[config.mk]
export PLATFORM = sky130hd
export DESIGN_NAME = seq_divider_21x8
export DESIGN_NICKNAME = d
export VERILOG_FILES = /design/src/rtl/seq_divider_21x8_pkg.sv /design/src/rtl/seq_divider_21x8_div_step.sv /design/src/rtl/seq_divider_21x8.sv
export SDC_FILE = /design/constraint.sdc
export NUM_CORES = 1
export LEC_CHECK = 0
export CORE_UTILIZATION = 51
export CTS_BUF_LIST = sky130_fd_sc_hd__clkbuf_16
export DETAILED_ROUTE_END_ITERATION = 8
export PLACE_DENSITY_LB_ADDON = 0.2
export SETUP_SLACK_MARGIN = 0.05
export SYNTH_ARGS = -nofsm -noshare
export SYNTH_HDL_FRONTEND = slang
export SYNTH_SLANG_ARGS = --single-unit
[constraint.sdc]
create_clock -name clk -period 2.1 [get_ports clk]
set_input_delay 0.63 -clock clk [delete_from_list [all_inputs] [get_ports clk]]
set_output_delay 0.63 -clock clk [all_outputs]
set_load 0.05 [all_outputs]
[src/rtl/seq_divider_21x8_pkg.sv]
// Shared widths, saturation limits and FSM state type for the 21/8 sequential divider.
package div_pkg;

   localparam int DIV_DW = 21;
   localparam int DIV_VW = 8;
   localparam int DIV_QW = 13;

   localparam int QMAX = 2**(DIV_QW-1) - 1;
   localparam int QMIN = -(2**(DIV_QW-1));

   typedef enum logic [1:0] {
      S_IDLE = 2'd0,
      S_CALC = 2'd1,
      S_FIX  = 2'd2
   } state_e;

endpackage

[src/rtl/seq_divider_21x8_div_step.sv]
// One restoring-division step: shift in the next dividend bit, subtract the divisor if it fits.
module div_step #(
   parameter int VW = 8
) (
   input  logic [VW-1:0] rem_i,
   input  logic [VW-1:0] divisor_i,
   input  logic          bit_i,
   output logic [VW-1:0] rem_o,
   output logic          q_bit_o
);

   logic [VW:0] shifted;

   // NOTE: every output is assigned on every path through this block, so no latch is inferred.
   always_comb begin
      shifted = {rem_i, bit_i};
      q_bit_o = (shifted >= {1'b0, divisor_i});
      // After a successful subtraction the result is below the divisor, so it fits in VW bits.
      rem_o   = q_bit_o ? VW'(shifted - {1'b0, divisor_i}) : VW'(shifted);
   end

endmodule

[src/rtl/seq_divider_21x8.sv]
// Signed 21-bit by unsigned 8-bit sequential restoring divider with truncation and saturation.
module seq_divider_21x8
   import div_pkg::*;
#(
   parameter int DW = DIV_DW,
   parameter int VW = DIV_VW,
   parameter int QW = DIV_QW
) (
   input  logic                 clk,
   input  logic                 rst_n,
   input  logic                 start,
   input  logic signed [DW-1:0] dividend,
   input  logic        [VW-1:0] divisor,
   output logic                 busy,
   output logic                 done,
   output logic signed [QW-1:0] quotient,
   output logic signed [VW:0]   remainder,
   output logic                 div_by_zero,
   output logic                 overflow
);

   localparam int CW          = $clog2(DW);
   localparam int SAT_POS     = 2**(QW-1) - 1;
   localparam int SAT_NEG_MAG = 2**(QW-1);

   state_e         state_q;
   logic [CW-1:0]  cnt_q;
   logic [DW-1:0]  dvd_q;
   logic [VW-1:0]  dvs_q;
   logic           neg_q;
   logic           dz_q;
   logic [VW-1:0]  rem_q;
   logic [DW-1:0]  quo_q;
   logic           done_q;
   logic [QW-1:0]  quotient_q;
   logic [VW:0]    remainder_q;
   logic           div_by_zero_q;
   logic           overflow_q;

   logic [DW-1:0]  mag_d;
   logic [VW-1:0]  step_rem_d;
   logic           step_bit_d;
   logic [VW:0]    rem_ext_d;

   // The most negative dividend wraps to itself, which read as unsigned is exactly its magnitude.
   assign mag_d     = dividend[DW-1] ? $unsigned(-dividend) : $unsigned(dividend);
   assign rem_ext_d = {1'b0, rem_q};

   div_step #(.VW(VW)) u_step (
      .rem_i     (rem_q),
      .divisor_i (dvs_q),
      .bit_i     (dvd_q[DW-1]),
      .rem_o     (step_rem_d),
      .q_bit_o   (step_bit_d)
   );

   // NOTE: sequential state uses non-blocking assignments so every register samples pre-edge values.
   always_ff @(posedge clk or negedge rst_n) begin
      if (!rst_n) begin
         // NOTE: the datapath registers are reset too, so an aborted operation leaves nothing behind.
         state_q       <= S_IDLE;
         cnt_q         <= '0;
         dvd_q         <= '0;
         dvs_q         <= '0;
         neg_q         <= 1'b0;
         dz_q          <= 1'b0;
         rem_q         <= '0;
         quo_q         <= '0;
         done_q        <= 1'b0;
         quotient_q    <= '0;
         remainder_q   <= '0;
         div_by_zero_q <= 1'b0;
         overflow_q    <= 1'b0;
      end else begin
         done_q <= 1'b0;
         case (state_q)
            S_IDLE: begin
               if (start) begin
                  if (divisor == '0) begin
                     dz_q    <= 1'b1;
                     state_q <= S_FIX;
                  end else begin
                     dz_q    <= 1'b0;
                     dvd_q   <= mag_d;
                     dvs_q   <= divisor;
                     neg_q   <= dividend[DW-1];
                     cnt_q   <= CW'(DW-1);
                     rem_q   <= '0;
                     quo_q   <= '0;
                     state_q <= S_CALC;
                  end
               end
            end
            S_CALC: begin
               dvd_q <= {dvd_q[DW-2:0], 1'b0};
               rem_q <= step_rem_d;
               quo_q <= {quo_q[DW-2:0], step_bit_d};
               cnt_q <= cnt_q - CW'(1);
               if (cnt_q == '0) state_q <= S_FIX;
            end
            S_FIX: begin
               if (dz_q) begin
                  quotient_q    <= '0;
                  remainder_q   <= '0;
                  div_by_zero_q <= 1'b1;
                  overflow_q    <= 1'b0;
               end else begin
                  div_by_zero_q <= 1'b0;
                  remainder_q   <= neg_q ? (VW+1)'(0) - rem_ext_d : rem_ext_d;
                  if (!neg_q) begin
                     overflow_q <= (quo_q > DW'(SAT_POS));
                     quotient_q <= (quo_q > DW'(SAT_POS)) ? QW'(SAT_POS) : quo_q[QW-1:0];
                  end else begin
                     overflow_q <= (quo_q > DW'(SAT_NEG_MAG));
                     quotient_q <= (quo_q > DW'(SAT_NEG_MAG)) ? QW'(SAT_NEG_MAG)
                                                              : QW'(0) - quo_q[QW-1:0];
                  end
               end
               done_q  <= 1'b1;
               state_q <= S_IDLE;
            end
            default: state_q <= S_IDLE;
         endcase
      end
   end

   assign busy        = (state_q != S_IDLE);
   assign done        = done_q;
   assign quotient    = quotient_q;
   assign remainder   = remainder_q;
   assign div_by_zero = div_by_zero_q;
   assign overflow    = overflow_q;

endmodule

# ---- Word-level counts from Yosys, hierarchy flattened
# Index checks and enable logic that the tools add are counted.
dict set report classes {
  n_addsub 5
  magnitude_cmp 3
  n_eq_ne 5
  n_mux 29
  bitwise_logic 1
  reduce_logical 9
}
# operator count
set op_table {}
lappend op_table {{$mux 21} 5}
lappend op_table {{$pmux 21 s2} 2}
lappend op_table {{$mux 13} 4}
lappend op_table {{$mux 8} 3}
lappend op_table {{$gt 21x12->1 const B} 1}
lappend op_table {{$gt 21x13->1 const B} 1}
lappend op_table {{$neg 21->21} 1}
lappend op_table {{$mux 9} 2}
lappend op_table {{$pmux 8 s2} 1}
lappend op_table {{$sub 1x13->13 const A} 1}
lappend op_table {{$mux 5} 2}
lappend op_table {{$pmux 5 s2} 1}
lappend op_table {{$ge 9x8->1} 1}
lappend op_table {{$sub 1x8->9 const A} 1}
lappend op_table {{$logic_not 8->1} 1}
lappend op_table {{$sub 8x8->8} 1}
lappend op_table {{$mux 2} 3}
lappend op_table {{$ne 2x2->1 const B} 3}
lappend op_table {{$reduce_and 3->1} 2}
lappend op_table {{$logic_not 5->1} 1}
lappend op_table {{$mux 1} 5}
lappend op_table {{$sub 5x1->5 const B} 1}
lappend op_table {{$pmux 2 s2} 1}
lappend op_table {{$reduce_and 2->1} 2}
lappend op_table {{5 further kinds} 6}
dict set report totals {
  regBits 92
  word_cells 65
}

# ---- Logic depth before layout (Yosys ltp)
# Gate-level depths: netlist of run 1.
dict set report depth {
  ltp_word 5
  ltp_mapped 9
  mapped_depth_nobuf 9
}

# ---- Cells and area by module
# Synthesis of run 1 repeated with hierarchy kept, for this count alone.
dict set report unflattened {
  cells_unflattened 546
  hier_area_um2 5156.2
}
# module n_inst cells_per_inst area_each_um2
set modules_own_cells {}
lappend modules_own_cells {seq_divider_21x8 1 477 4635.7}
lappend modules_own_cells {div_step 1 69 520.5}

# ---- Least setup slack after synthesis of run 1
# OpenSTA, ideal clock, no wires.
dict set report synth_path {
  path_kind {flip-flop to flip-flop}
  from {register rem_q[3]}
  to {register rem_q[4]}
  setup_time_ns 0.126
  t_arrival_ns 1.926
  t_required_ns 1.974
  setup_slack_ns 0.048
  path_stages_with_launch 8
  path_buffers 1
  period_less_slack_ns 2.052
  cell_sequence {dfrtp_1 -> ha_1 -> clkbuf_1 -> a21oi_1 -> o21ai_0 -> a211o_1 -> o21ai_0 -> a221o_1}
}
dict set report synth_via {
  elab_chain_cells 3
  word_cells_on_any_way 4
  cone_classes {1 x add/sub; 1 x order compare; 2 x mux}
}
# element line
set synth_rtl {}
lappend synth_rtl {{from (decl)} seq_divider_21x8.sv:32} ;# logic [VW-1:0] rem_q;
lappend synth_rtl {{from (signal assigned)} seq_divider_21x8.sv:96} ;# rem_q <= step_rem_d;
lappend synth_rtl {{$sub 8x8->8 or $ge 9x8->1 (tied branches)} {seq_divider_21x8_div_step.sv:19, seq_divider_21x8_div_step.sv:17}}
lappend synth_rtl {{$mux 8 (*)} seq_divider_21x8_div_step.sv:19} ;# rem_o = q_bit_o ? VW'(shifted - {1'b0, divisor_i}) : VW'(shifted);
lappend synth_rtl {{$pmux 8 s2 (*)} seq_divider_21x8.sv:76} ;# case (state_q)
# Mark *: on every way between the ends. The rest lies on a longest branch, timed or not.
# A chain may end at the register's enable or synchronous reset.

# ---- Worst setup path in the final report of run 1
dict set report layout_path {
  from {register dvd_q[20]}
  to {register rem_q[6]}
}
dict set report layout_via {
  elab_chain_cells 3
  word_cells_on_any_way 4
  cone_classes {1 x add/sub; 1 x order compare; 2 x mux}
}
# element line
set layout_rtl {}
lappend layout_rtl {{from (decl)} seq_divider_21x8.sv:28} ;# logic [DW-1:0] dvd_q;
lappend layout_rtl {{from (signal assigned)} seq_divider_21x8.sv:84} ;# dvd_q <= mag_d;
lappend layout_rtl {{from (signal assigned)} seq_divider_21x8.sv:95} ;# dvd_q <= {dvd_q[DW-2:0], 1'b0};
lappend layout_rtl {{$sub 8x8->8 or $ge 9x8->1 (tied branches)} {seq_divider_21x8_div_step.sv:19, seq_divider_21x8_div_step.sv:17}}
lappend layout_rtl {{$mux 8 (*)} seq_divider_21x8_div_step.sv:19}
lappend layout_rtl {{$pmux 8 s2 (*)} seq_divider_21x8.sv:76}
# Marked as above.

==> metrics.md, run 1 <==
| Metric | Value |
|---|---|
| Leak | 3.117 nW |
| Number of port buffers | 57 |
| Combinational Power Share | 55.6% |
| Startpoint types | register |
| Most frequent cell after synthesis | dfrtp_1 |
| Vias in the first global route | 4,402 |
| Max stage delay on crit path | 0.40 ns |
| Highest routed layer | met4 |
| Crit-path max FO | 3 |
| WL/cell | 16.43 um |
| CTS max path bufs | 2 |
| Synth area leaders | dfrtp_1 45%, o21ai_0 4.9%, a22o_1 4.3% |
| Crit. End Element | register |
| Register area | 0.002302 mm^2 |
| CTS tree | done |
| Ys flop type | dfrtp_1 |
| P&R area growth vs syn | 34.52% |
| Sw Pwr | ~0.0047 W |
| Worst Tran Pin Value | 0.4604 ns |
| Number of remaining DRC errors | 0 |
| FF-to-FF setup slack | around 0.058 ns |
| CP arrival | 2.26 ns |
| CP required | 2.32 ns |
| Total GRT Usage | 25.68% |
| Yosys cell types | 60 |
| Via/cell ratio | 5.822 |
| Clock transition at the registers of the reported paths | 0.07 ns |
| Worst flop-to-flop path endpoint | rem_q[6] |
| Yosys reg bits | 92 |
| Clk pwr share | 16.0% |
| Worst flop-to-flop path startpoint | dvd_q[20] |
| Syn Area/Cell | 9.662 um^2 |
| Slew Viols, Final | 0 |
| Multi-input logic area | 0.002788 mm^2 |
| Worst Hold Class | in -> async |
| RSZ-0062 raised after global routing | yes |
| Die Ht | around 100 um |
| Yosys top cell area share | between 40 and 50% |
| 1st-pass router iterations | 5 |
| DIE AREA | 0.01037 mm^2 |
| Root buf cell | clkbuf_16 |
| Flop pwr share | 28.4% |
| Vias | about 4,500 |
| Sequential area share after synthesis | 45.30% |
| Ys async rst share | 100.0% |
| Placed cell count | between 700 and 800 |
| Int Power | 0.006098 W |
| Most instantiated cells after synthesis | 92 x dfrtp_1, 50 x o21ai_0, 46 x nand2_1 |
| # H-tree levels | 3 |
| Max-Cap Viols | 0 |
| Initial antenna violation count | 0 |
| Fmax | 489.8 MHz |
| Sw Ratio | 43.33% |
| Sink Count | 92 |
| Clock Skews | 0.006469 ns |
| Placer Congestion | slightly below 0.9 |
| Ant diodes | 0 |
| Nets | 690 |
| Outcome | finished clean |
| Met3 WL post-DR | approximately 490 um |
| I/O pin count | 58 |
| Mapped Nets | roughly 570 |
| GRT overflow | 0 |
| Total power | 0.01076 W |
| Fraction of layout cells with a size suffix above 1 | 27.16% |
| Reg2reg path depth | 9 |
| Core area | 0.009729 mm^2 |
| Max VDD drop | approximately 0.00066 V |
| Worst path slowest cell | dfrtp_1 |
| PwrDens | 1574 mW/mm^2 |
| Final HPWL DP | 8951 um |
| Part of the cycle the worst path needs | 97.22% |
| Largest area contributor in the netlist | dfrtp_1 |
| Initial Util | 52.24% |
| Syn Inst Count | 526 |
| Clock period minus worst slack | 2.042 ns |
| EDFF count, synth | 0 |
| Post-cts hold buffer count | 0 |
| Yosys warns | 0 |
| Post-route ant nets | 0 |
| Row Count | 36 |
| Max_slew headroom | 68.88% |
| Final core occ | around 70% |
| Die W | between 100 and 150 um |
| Synthesized area | 0.005082 mm^2 |
| Crit-path cells | inv_2, ha_4, inv_4, fa_2, a21oi_2, o211ai_1, a21oi_1, xnor2_1, a221o_1 |
| CTS Buf Count | 9 |
| Final Hold Slack | approximately 0.21 ns |
| Final Hold Viols | 0 |
| 1st-iter DRT viols | about 260 |
| WS Path Type | reg -> reg |
| First-pass GRT wire length | 20,770 um |
| Fillers | 750 |
| Fin cells | 781 |
| Largest net degree at the start of global routing | 40 |
| Setup_tns | 0 ns |
| Final wirelength | 12,830 um |
| DRT met1 WL | 5681 um |
| Clk_lat worst skew | 0.34 ns |
| Final setup violation count | 0 |
| Met2 routed WL | 6340 um |
==> per-stage QoR <==
step           worst slack (ns)  area [um^2]
2_1_floorplan           0.07657         5084
3_3_place_gp            -0.4787         6205
3_5_place_dp            -0.5973         6205
4_1_cts                 0.04807         6645
5_1_grt                -0.03215         6837
6_report                0.05832         6837
==> how the worst max path moves through the flow <==
| stage | from | endpoint | slack (ns) | cells after the start |
|---|---|---|---|---|
| after global routing | dvd_q[20] | rem_q[6] | -0.03 | 9 |
| after CTS | dividend[5] | dvd_q[16] | 0.05 | 7 |
| final | dvd_q[20] | rem_q[6] | 0.06 | 9 |
| after global placement | dividend[0] | dvd_q[16] | -0.48 | 9 |
| after detailed placement | dividend[0] | dvd_q[16] | -0.60 | 9 |
| after floorplan | dividend[0] | dvd_q[16] | 0.08 | 7 |
==> metal layers <==
metal	GRT usage [%]	vias up
li1	-	2178
met1	34.39	2219
met2	42.10	122
met3	4.036	28
met4	10.11	0
met5	0	-
==> state kept, by name (all words and copies together) (netlist names) <==
name	count
cnt_q	5
div_by_zero	1
done	1
dvd_q	21
dvs_q	8
dz_q	1
neg_q	1
overflow	1
quo_q	21
quotient	13
rem_q	8
remainder	9
state_q	2
==> layout by cell type, fill, tap and decap left out, drive strengths merged, types with 2 or more instances in the layout <==
cell and instances:
nor4 9, a22oi 18, ha 14, clkinv 3
a21oi 16, dlygate4sd2 2, xnor2 13, xor2 21
nand3 5, dlymetal6s2s 12, a31oi 4, or4 3
inv 24, nor4b 2, or3 2, nand3b 5
nand4 8, clkdlybuf4s50 13, nand2b 6, and2 5
o21ai 61, o31ai 12, buf 106, bufinv 2
a221o 10, a22o 27, nor2 33, nor3 16
o211ai 3, a41oi 2, o41ai 5, nor2b 7
a222oi 2, a211oi 3, mux2i 4, dfrtp 92
nand2 46, clkbuf 13
==> power groups by stage <==
stage	logic, W	clock network [W]	registers, W
global placement	0.00546	0	0.00304
finish	0.00598	0.00172	0.00306
global route	0.00654	0.00183	0.00315
CTS	0.00572	0.00174	0.00304
floorplan	0.00343	0	0.00343
detailed placement	0.00561	0	0.00306
==> worst max-delay path: cells and delay by family, from the launching register on <==
family	cells	cell delay, ns
adder cells (fa/ha/maj)	2	0.54
AO/OA/AOI/OAI	4	0.76
flip-flops	1	0.40
buffers and inverters	2	0.13
XOR/XNOR	1	0.10
==> layout make-up <==
class / count / share of cell area, %
Inverter: 23 / 1.299
Timing Repair Buffer: 137 / 17.20
Multi-Input combinational cell: 380 / 40.78
Clock buffer: 9 / 3.294
Sequential cell: 92 / 33.67
Clock inverter: 7 / 1.318
Tap cell: 133 / 2.434
==> cell families after synthesis <==
family | after synthesis | share of synthesized area, %
xor gates and xnor gates | 34 | 5.859
DFF | 92 | 45.30
muxes | 5 | 1.009
AOI/OAI and AO/OA | 173 | 23.93
and+or+nand+nor | 153 | 15.51
buffers and inverters | 54 | 4.554
adders and majority gates | 15 | 3.841
==> repair_timing <==
item                       4_1_cts  5_1_grt
gates resized for setup         31       50
pin swaps                       10       19
setup endpoints to repair       28       56
buffers inserted                 3        5
Power figures use the tool's default switching activity.
==> run 2: changes to the inputs <==
--- a/config.mk
+++ b/config.mk
@@ -8,8 +8,10 @@
 export CORE_UTILIZATION = 51
 export CTS_BUF_LIST = sky130_fd_sc_hd__clkbuf_16
 export DETAILED_ROUTE_END_ITERATION = 8
+export MAX_ROUTING_LAYER = met4
 export PLACE_DENSITY_LB_ADDON = 0.2
 export SETUP_SLACK_MARGIN = 0.05
 export SYNTH_ARGS = -nofsm -noshare
 export SYNTH_HDL_FRONTEND = slang
+export SYNTH_HIERARCHICAL = 1
 export SYNTH_SLANG_ARGS = --single-unit
==> metrics.md, run 2 <==
| Metric | Value |
|---|---|
| Placement Cell Area | 0.006352 mm^2 (+2.4%) |
| Yosys warns | 6 (+6) |
| First-pass GRT wire length | 22,410 um (+7.9%) |
| I/O pin count | 58 (unchanged) |
| Initial Util | 52.75% (+0.51 points) |
| Most common cell after layout, fill and taps aside | buf_4 |
| Largest area contributor in the netlist | dfrtp_1 |
| Worst Tran Pin Value | 0.5014 ns (+0.04107 ns) |
| Worst Hold Class | in -> async |
| Vias | 4,693 (+3.2%) |
| Final Hold Slack | 0.2528 ns (+0.04260 ns) |
| 1st-iter DRT viols | 203 (-21%) |
| Die Ht | 102.6 um (+0.71%) |
| Post-cts hold buffer count | 0 (unchanged) |
| Root buf cell | clkbuf_16 |
| Startpoint types | register |
| Ys async rst share | 100.0% (unchanged) |
| 1st-pass router iterations | 5 (unchanged) |
| Final HPWL DP | 8892 um (-0.66%) |
| Via/cell ratio | 5.730 (-1.6%) |
| Synthesized area | 0.005156 mm^2 (+1.5%) |
| Die W | 102.6 um (+0.71%) |
| Fin cells | 819 (+4.9%) |
| Part of the cycle the worst path needs | 106.3% (+9.0 points) |
| Crit-path max FO | 3 (unchanged) |
| Final Hold Viols | 0 (unchanged) |
| GRT overflow | 0 (unchanged) |
| Fraction of layout cells with a size suffix above 1 | 32.22% (+5.1 points) |
| Yosys reg bits | 92 (unchanged) |
| RSZ-0062 raised after global routing | yes |
| P&R area growth vs syn | 38.83% |
| CTS max path bufs | 2 (unchanged) |
| Syn Area/Cell | 9.444 um^2 (-2.3%) |
| Slew Viols, Final | 0 (unchanged) |
| PwrDens | 1675 mW/mm^2 (+6.4%) |
| Leak | 3.321 nW (+6.5%) |
| Ys flop type | dfrtp_1 |
| Sink Count | 92 (unchanged) |
| Fmax | 448.2 MHz (-8.5%) |
| Clock transition at the registers of the reported paths | 0.07 ns (about the same) |
| Initial antenna violation count | 0 (unchanged) |
| Yosys cell types | 59 (-1.7%) |
| Setup_tns | -0.3749 ns (-0.3749 ns) |
| Most frequent cells in the layout | 105 x buf_4, 91 x dfrtp_1, 66 x nand2_1, 46 x o21ai_1, 26 x a22o_1 |
| Max-Cap Viols | 0 (unchanged) |
| CTS Buf Count | 9 (unchanged) |
| Most instantiated cells after synthesis | 92 x dfrtp_1, 70 x nand2_1, 48 x o21ai_1 |
| WS Path Type | reg -> reg |
| EDFF count, synth | 0 (unchanged) |
| DIE AREA | 0.01052 mm^2 (+1.4%) |
| Crit. End Element | register |
| Final wirelength | 13,770 um (+7.3%) |
| Vias in the first global route | 4,708 (+7.0%) |
| Outcome | finished, violations left |
| Number of port buffers | 57 (unchanged) |
| Most frequent cell after synthesis | dfrtp_1 |
| Row Count | 36 (unchanged) |
| Number of remaining DRC errors | 0 (unchanged) |
| Syn Inst Count | 546 (+3.8%) |
| Placed cell count | 774 (+2.2%) |
| WL/cell | 16.82 um (+2.3%) |
| # H-tree levels | 3 (unchanged) |
| CTS tree | done |
| Total GRT Usage | 28.49% (+2.8 points) |
| Nets | 728 (+5.5%) |
| Max VDD drop | 0.0008694 V (+32%) |
| Largest net degree at the start of global routing | 38 (-5.0%) |
| CP required | 2.33 ns (about the same) |
| Clk_lat worst skew | 0.34 ns (about the same) |
| Placer Congestion | 0.8530 (-3.7%) |
| Clock Skews | 0.007897 ns (+0.001428 ns) |
| Fillers | 660 (-12%) |
| Core area | 0.009774 mm^2 (+0.46%) |
| Final setup violation count | 6 (+6) |
| Max_slew headroom | 66.57% (-2.3 points) |
| Clock period minus worst slack | 2.231 ns (+0.1896 ns) |
| Mapped Nets | 593 (+3.5%) |
| Final instance area | 0.007158 mm^2 (+4.7%) |
| Post-route ant nets | 0 (unchanged) |
| Final setup margin | -0.1313 ns (-0.1896 ns) |
| CP arrival | 2.46 ns (+0.20 ns) |
| Yosys top cell area share | 44.65% (-0.65 points) |
| Sequential area share after synthesis | 44.65% (-0.65 points) |
| Synth area leaders | dfrtp_1 45%, nand2_1 5.1%, o21ai_1 4.7% |
| Ant diodes | 0 (unchanged) |
| Failing checks | negative setup slack |
-- run 2: cell count changes in the layout (fill, tap and decap cells not counted), sizes merged, moves of 11 or more --
cell / delta
dlymetal6s2s: -11
nand2: +25
mux2: +14
buf: +27
a21oi: +13
-- run 2: final timing paths --
path | startpoint | end | slack (ns) | depth (start not counted)
setup / recovery | dvs_q[0] | rem_q[6] | -0.13 | 8
hold / removal | rst_n | remainder[4] | 0.25 | 1
setup reg to reg | dvs_q[0] | rem_q[6] | -0.13 | 8
hold reg to reg | dvd_q[0] | dvd_q[0] | 0.48 | 2
max in group asynchronous | rst_n | overflow | 1.24 | 2
min in group clk | dvd_q[0] | dvd_q[0] | 0.48 | 2
-- run 2: cell families (layout without fill, tap and decap cells) --
group / after synthesis / count (layout) / share of synthesized area (%)
buffers and inverters: 61 / 200 / 4.707
and+or+nand+nor: 162 / 163 / 15.34
AOI/OAI and AO/OA: 164 / 164 / 21.74
muxes: 24 / 24 / 5.023
adders and majority gates: 15 / 15 / 3.786
xor gates and xnor gates: 28 / 28 / 4.756
DFF: 92 / 92 / 44.65
-- run 2: metal layers --
| metal | share of wire [%] | up-vias | GRT usage (%) |
|---|---|---|---|
| li1 | - | 2244 | - |
| met1 | 42 | 2249 | 33.54 |
| met2 | 51 | 162 | 48.77 |
| met3 | 4.9 | 38 | 4.407 |
| met4 | 2.9 | 0 | 11.43 |
| met5 | 0 | - | - |
-- run 2: what timing repair did --
item	in CTS	in global routing
buffers inserted	18	7
pin swaps	23	19
endpoints found under the setup margin	63	66
hold endpoints to repair	0	0
cloned	6	1
gates resized for setup	83	33
-- run 2: power by group --
group	switching (W)	internal (W)	total [W]
Sequential	0.000698	0.00256	0.00326
Combinational	0.00370	0.00345	0.00715
Clock	0.000746	0.000836	0.00158
-- run 2: critical path: stages, from the launching register on --
cell	delay, ns
dfrtp_1	0.43
ha_4	0.19
fa_2	0.37
nor2b_2	0.14
o31a_1	0.19
nor4_1	0.07
a311o_1	0.29
mux2_4	0.27
a22o_1	0.17
-- run 2: final cells by class --
class | count | area, um^2 | area share, %
multi-input cells | 394 | 2880 | 40.24
clock buffers | 9 | 225.2 | 3.146
inverters | 28 | 110.1 | 1.538
clock inverters | 7 | 72.57 | 1.014
well taps | 133 | 166.4 | 2.325
flip-flops and latches | 92 | 2303 | 32.18
repair buffers | 156 | 1400 | 19.56
-- run 2: through the flow --
stage               total power (W)  utilization, %  setup slack (ns)
floorplan                  0.007649               -           -0.2253
global placement           0.009155           64.99           -0.6995
detailed placement         0.009419           64.99           -0.7662
CTS                         0.01169           72.29          -0.08171
global route                0.01280           73.23           -0.1703
finish                      0.01199           73.23           -0.1313
